### src/rtl/uart_regs_pkg.sv
// Shared register map for the UART AHB-Lite register block: word offsets,
// CTRL field positions and ISR bit indices.
package uart_regs_pkg;

  // Word offset decoded from HADDR[3:2].
  typedef enum logic [1:0] {
    REG_DATA   = 2'd0,
    REG_STATUS = 2'd1,
    REG_CTRL   = 2'd2,
    REG_ISR    = 2'd3
  } reg_sel_e;

  localparam int CTRL_W          = 10;
  localparam int CTRL_UART_EN    = 0;
  localparam int CTRL_IRQ_EN_LSB = 4;
  localparam int CTRL_IRQ_EN_W   = 4;
  localparam int CTRL_TXBAUD     = 8;
  localparam int CTRL_RXBAUD     = 9;

  localparam int ISR_W    = 4;
  localparam int ISR_RX   = 0;
  localparam int ISR_TX   = 1;
  localparam int ISR_RXNE = 2;
  localparam int ISR_TXE  = 3;

endpackage

### src/rtl/uart_irq_capture.sv
// Sticky per-source UART interrupt flags with write-1-to-clear and a
// registered, enable-masked interrupt output. Used only with UART_REGS_IRQ_STATUS_EN.
module uart_irq_capture
  import uart_regs_pkg::*;
(
  input  logic                     clk,
  input  logic                     rst,
  input  logic                     txfifo_empty,
  input  logic                     rxfifo_empty,
  input  logic                     tx_flag,
  input  logic                     rx_flag,
  input  logic [ISR_W-1:0]         clr,
  input  logic [CTRL_IRQ_EN_W-1:0] irq_en,
  output logic [ISR_W-1:0]         isr,
  output logic                     irq
);

  logic txe_q;
  logic rxe_q;
  logic tx_q;
  logic rx_q;
  logic [ISR_W-1:0] set;

  always_comb begin
    set           = '0;
    set[ISR_TXE]  = txfifo_empty & ~txe_q;
    set[ISR_RXNE] = ~rxfifo_empty & rxe_q;
    set[ISR_TX]   = tx_flag & ~tx_q;
    set[ISR_RX]   = rx_flag & ~rx_q;
  end

  // Edge history resets to the idle UART state so leaving reset is not an event.
  always_ff @(posedge clk or posedge rst) begin
    if (rst) begin
      txe_q <= 1'b1;
      rxe_q <= 1'b1;
      tx_q  <= 1'b0;
      rx_q  <= 1'b0;
      isr   <= '0;
      irq   <= 1'b0;
    end else begin
      txe_q <= txfifo_empty;
      rxe_q <= rxfifo_empty;
      tx_q  <= tx_flag;
      rx_q  <= rx_flag;
      isr   <= (isr & ~clr) | set;
      irq   <= |(isr & irq_en);
    end
  end

endmodule

### src/rtl/ahb_uart_regs.sv
// AHB-Lite register slave in front of uart_top: DATA/STATUS/CTRL/ISR.
// Build option UART_REGS_IRQ_STATUS_EN enables the sticky ISR; otherwise irq follows uart_irq.
module ahb_uart_regs
  import uart_regs_pkg::*;
#(
  parameter int ADDR_W = 12
) (
  input  logic              clk,
  input  logic              rst,
  input  logic              HSEL,
  input  logic              HWRITE,
  input  logic              HREADY,
  input  logic [1:0]        HTRANS,
  input  logic [ADDR_W-1:0] HADDR,
  input  logic [31:0]       HWDATA,
  output logic [31:0]       HRDATA,
  output logic              HREADYOUT,
  output logic              HRESP,
  output logic              uart_en,
  output logic [3:0]        irq_en,
  output logic              txbaud,
  output logic              rxbaud,
  output logic              wr_txfifo,
  output logic [7:0]        wrdata,
  output logic              rd_rxfifo,
  input  logic [7:0]        rddata,
  input  logic              txfifo_empty,
  input  logic              rxfifo_empty,
  input  logic              tx_flag,
  input  logic              rx_flag,
  input  logic              uart_irq,
  output logic              irq
);

  logic              dp_valid;
  logic              dp_write;
  reg_sel_e          dp_sel;
  logic              dp_wr;
  logic              dp_rd;
  logic [CTRL_W-1:0] ctrl;
  logic [ISR_W-1:0]  isr;

  assign HREADYOUT = 1'b1;
  assign HRESP     = 1'b0;

  // NOTE: sequential state uses non-blocking assignments so every flop samples pre-edge values.
  always_ff @(posedge clk or posedge rst) begin
    if (rst) begin
      dp_valid <= 1'b0;
      dp_write <= 1'b0;
      dp_sel   <= REG_DATA;
    end else if (HREADY) begin
      dp_valid <= HSEL & HTRANS[1];
      dp_write <= HWRITE;
      dp_sel   <= reg_sel_e'(HADDR[3:2]);
    end
  end

  assign dp_wr = dp_valid & dp_write;
  assign dp_rd = dp_valid & ~dp_write;

  always_ff @(posedge clk or posedge rst) begin
    if (rst) begin
      ctrl      <= '0;
      wr_txfifo <= 1'b0;
      wrdata    <= '0;
    end else begin
      wr_txfifo <= dp_wr && (dp_sel == REG_DATA);
      if (dp_wr && (dp_sel == REG_DATA)) wrdata <= HWDATA[7:0];
      if (dp_wr && (dp_sel == REG_CTRL)) ctrl <= HWDATA[CTRL_W-1:0];
    end
  end

  assign uart_en = ctrl[CTRL_UART_EN];
  assign irq_en  = ctrl[CTRL_IRQ_EN_LSB +: CTRL_IRQ_EN_W];
  assign txbaud  = ctrl[CTRL_TXBAUD];
  assign rxbaud  = ctrl[CTRL_RXBAUD];

  // The pop is issued in the data phase itself; the FIFO head advances at the next edge.
  assign rd_rxfifo = dp_rd && (dp_sel == REG_DATA) && !rxfifo_empty;

  // NOTE: HRDATA gets a default before the case so no path leaves it unassigned (no latch).
  always_comb begin
    HRDATA = '0;
    if (dp_rd) begin
      unique case (dp_sel)
        REG_DATA:   if (!rxfifo_empty) HRDATA[7:0] = rddata;
        REG_STATUS: HRDATA[3:0] = {rx_flag, tx_flag, rxfifo_empty, txfifo_empty};
        REG_CTRL:   HRDATA[CTRL_W-1:0] = ctrl;
        REG_ISR:    HRDATA[ISR_W-1:0] = isr;
        default:    HRDATA = '0;
      endcase
    end
  end

  logic unused_bus;
  assign unused_bus = ^{HWDATA[31:CTRL_W], HADDR[ADDR_W-1:4], HADDR[1:0], HTRANS[0]};

`ifdef UART_REGS_IRQ_STATUS_EN
  logic [ISR_W-1:0] isr_clr;
  logic             unused_irq;

  assign isr_clr    = (dp_wr && (dp_sel == REG_ISR)) ? HWDATA[ISR_W-1:0] : '0;
  assign unused_irq = uart_irq;

  uart_irq_capture u_irq_capture (
    .clk          (clk),
    .rst          (rst),
    .txfifo_empty (txfifo_empty),
    .rxfifo_empty (rxfifo_empty),
    .tx_flag      (tx_flag),
    .rx_flag      (rx_flag),
    .clr          (isr_clr),
    .irq_en       (irq_en),
    .isr          (isr),
    .irq          (irq)
  );
`else
  assign isr = '0;

  always_ff @(posedge clk or posedge rst) begin
    if (rst) irq <= 1'b0;
    else     irq <= uart_irq;
  end
`endif

endmodule

### config.mk
export PLATFORM = sky130hd
export DESIGN_NAME = ahb_uart_regs
export DESIGN_NICKNAME = d
export VERILOG_FILES = /design/src/rtl/uart_regs_pkg.sv /design/src/rtl/uart_irq_capture.sv /design/src/rtl/ahb_uart_regs.sv
export SDC_FILE = /design/constraint.sdc
export NUM_CORES = 1
export LEC_CHECK = 0
export CORE_MARGIN = 2
export CORE_UTILIZATION = 35
export DETAILED_ROUTE_END_ITERATION = 6
export GPL_ROUTABILITY_DRIVEN = 0
export GPL_TIMING_DRIVEN = 0
export PLACE_DENSITY = 0.95
export SYNTH_ARGS = -nofsm -noshare
export SYNTH_HDL_FRONTEND = slang
export SYNTH_SLANG_ARGS = --single-unit
### constraint.sdc
create_clock -name clk -period 2.3 [get_ports clk]
set_input_delay 0.345 -clock clk [delete_from_list [all_inputs] [get_ports clk]]
set_output_delay 0.345 -clock clk [all_outputs]
set_load 0.05 [all_outputs]
==> flow_summary.toml <==
[pwr]
p_seq_frac = 0.316
ir_drop_mv = 0.817
power_frac_comb = 0.504
power_density_mw_per_mm2 = 960
p_int_mw = 1.19
switching_power_uw = 856
power.static_leakage_nw = 0.979
p_sw_frac = 0.419
clkPwrFrac = 0.180

[grt]
grt_pass1_wl_um = 5020
grt_pass1_vias = 1061
grt_max_degree = 25
antenna_found_initial = 0
overflow = 0
grt.total_usage = 0.154

[synth]
synth.largest_area_cell = "dfrtp_1"
synth_top_area_share = 0.436
avgSynthCellArea_um2 = 11.9
synthTopCellsByArea = "dfrtp_1 44%, buf_4 16%, mux2_2 14%"
ys_seq_area_frac = 0.436
ys_warn_count = 0
synthCells = 116
synth-seq-cells = 24
yosysUniqueCellTypes = 24
syn_area_mm2 = 0.00138

[timing]
setup_viol = 0
fmax_ghz = 0.448
rsz0062_at_grt = "no"
worst_slack_ns = 0.0663
skew_ns = 0.00182
tightest_slew_ns = 0.880
drv_slew = 0
hold_viol_final = 0
finalCritPeriodShare = 0.971
min_period_ns = 2.23
slew_headroom = 0.412

[floorplan]
die_y_um = 66.7
rows = 22
initial_utilization = 0.371
core_mm2 = 0.00372
ios = 116
die_area_mm2 = 0.00445
die_x_um = 66.7

[final_layout]
n_fill_cell = 346
fin_nets = 265
synthToLayoutAreaGrowth_pct = 54.4
diodes = 0
drive_gt1_frac = 0.320
multi_input_area_um2 = 599
regArea_um2 = 601
layout_commonest_cell = "clkdlybuf4s50_1"
fin_util = 0.572
mostFrequentLayoutCells = "47 x clkdlybuf4s50_1, 29 x buf_4, 24 x conb_1, 24 x dfrtp_1, 17 x mux2_2"
fin_area_mm2 = 0.00213

[worst_setup_path]
worstPathRequired_ns = 1.96
critPathKind = "input pin to primary output"
cpMaxStageDelayCell = "or4b_1"
critPathCaptureType = "primary output"
path_max_fanout = 8
cp.arrival_ns = 1.89
cpLargestDelayFamily = "buffers and inverters"
max_stage_delay_ns = 0.56
critPathBufInv = 2
r2r_slack_ns = 0.85
cp_cell_sequence = "clkdlybuf4s50_1 > or4b_1 > a31oi_1 > buf_2"
path_depth = 4
ff2ff_path_depth = 4
start_kind = "input pin"

[clock_network]
cts.sinks = 24
clkLatencyLatePin_ns = 0.27
clock-root-buffer = "clkbuf_8"
cts_max_level = 1
cts_tree = "yes"
clk_pin_slew_ns = 0.08
cts_buffers = 3
clockBufferDepth = 2

[drt]
vias = 1077
vias_per_cell = 4.34
dr.pass1.iters = 4
wl_per_cell_um = 13.1
drc = 0
drt_first_iter_violations = 16
totalWireLength_um = 3260
antenna_left = 0

[placement]
place_area_mm2 = 0.00210
hpwlAfterDp_um = 2620
io_buffers = 58
place_ws_ns = -0.490

[run]
cap_violations = 0

[status]
status = "finished clean"

[hold_path]
hold_path.class = "register to register"
hold_depth = 1
[Yosys cell counts]
cell / count
a22o_1: 2
a31oi_1: 4
and4bb_2: 1
dfrtp_1: 24
and2_1: 3
clkbuf_1: 2
buf_4: 29
or4b_1: 4
a32o_1: 2
nor3_1: 1
conb_1: 2
nor4b_1: 2
mux2_2: 17
nand3b_1: 8
buf_2: 1
mux2_1: 4
nor2b_1: 1
o21ai_0: 1
nand2b_1: 1
nand3_1: 1
buf_6: 2
nand4b_1: 1
nor4bb_4: 1
inv_1: 2
[area by class of cell]
type | instances | share of cell area
plain buffers | 34 | 0.119
clock buffers | 3 | 0.0194
clock inverters | 1 | 0.0141
inverters | 2 | 0.00353
multi-input cells | 78 | 0.282
flip-flops and latches | 24 | 0.282
well taps | 48 | 0.0282
repair buffers | 58 | 0.252
[through the flow]
step	total power, mW	instances	setup TNS, ns	hold WS [ns]
2_1_floorplan	1.35	138	0	0.360
3_3_place_gp	1.66	244	-3.01	0.466
3_5_place_dp	1.69	244	-3.20	0.479
4_1_cts	2.06	248	-0.183	0.503
5_1_grt	2.13	248	0	0.501
6_report	2.04	248	0	0.499
[power groups by stage]
stage	Combinational (mW)	Clock [mW]	Sequential, mW
3_5_place_dp	1.04	0	0.653
5_1_grt	1.08	0.387	0.662
6_report	1.03	0.368	0.644
2_1_floorplan	0.453	0	0.901
3_3_place_gp	1.02	0	0.639
4_1_cts	1.04	0.378	0.645
[metal layers]
layer,global-route usage,share of wire
met3,0.0253,0.056
met4,0.0612,0.011
met5,0,0
met1,0.165,0.39
met2,0.296,0.54
[state kept, by name (all words and copies together), names as in the netlist]
| signal | count |
|---|---|
| dp_write | 1 |
| irq | 1 |
| dp_sel | 2 |
| wrdata | 8 |
| ctrl | 10 |
| wr_txfifo | 1 |
| dp_valid | 1 |
[worst reg2reg max path: stages (launching register included)]
cell and delay, ns:
dfrtp_1 0.38, buf_4 0.17, nor4bb_4 0.27, buf_6 0.18, mux2_2 0.35
[what timing repair did]
item	4_1_cts	5_1_grt
setup buffers	0	0
gates resized for setup	27	16
hold buffers	0	0
pin swaps	0	0
endpoints found under the setup margin	11	8
[path summary, 6_finish.rpt]
path	from	to
worst min-delay path	wrdata[1]$_DFFE_PP0P_	wrdata[1]$_DFFE_PP0P_
worst max register to register	dp_sel[0]$_DFFE_PP0P_	wrdata[6]$_DFFE_PP0P_
worst max-delay path	rxfifo_empty	HRDATA[2]
max in group asynchronous	rst	wrdata[3]$_DFFE_PP0P_
min in group asynchronous	rst	ctrl[5]$_DFFE_PP0P_
worst min register to register	wrdata[1]$_DFFE_PP0P_	wrdata[1]$_DFFE_PP0P_
[logic make-up after synthesis]
family | after synthesis | share of synthesized area
buffers and inverters | 36 | 0.189
DFF | 24 | 0.436
and+or+nand+nor | 24 | 0.149
muxes | 21 | 0.172
AOI/OAI and AO/OA | 9 | 0.0490
other | 2 | 0.00545
(Power assumes the default switching activity.)
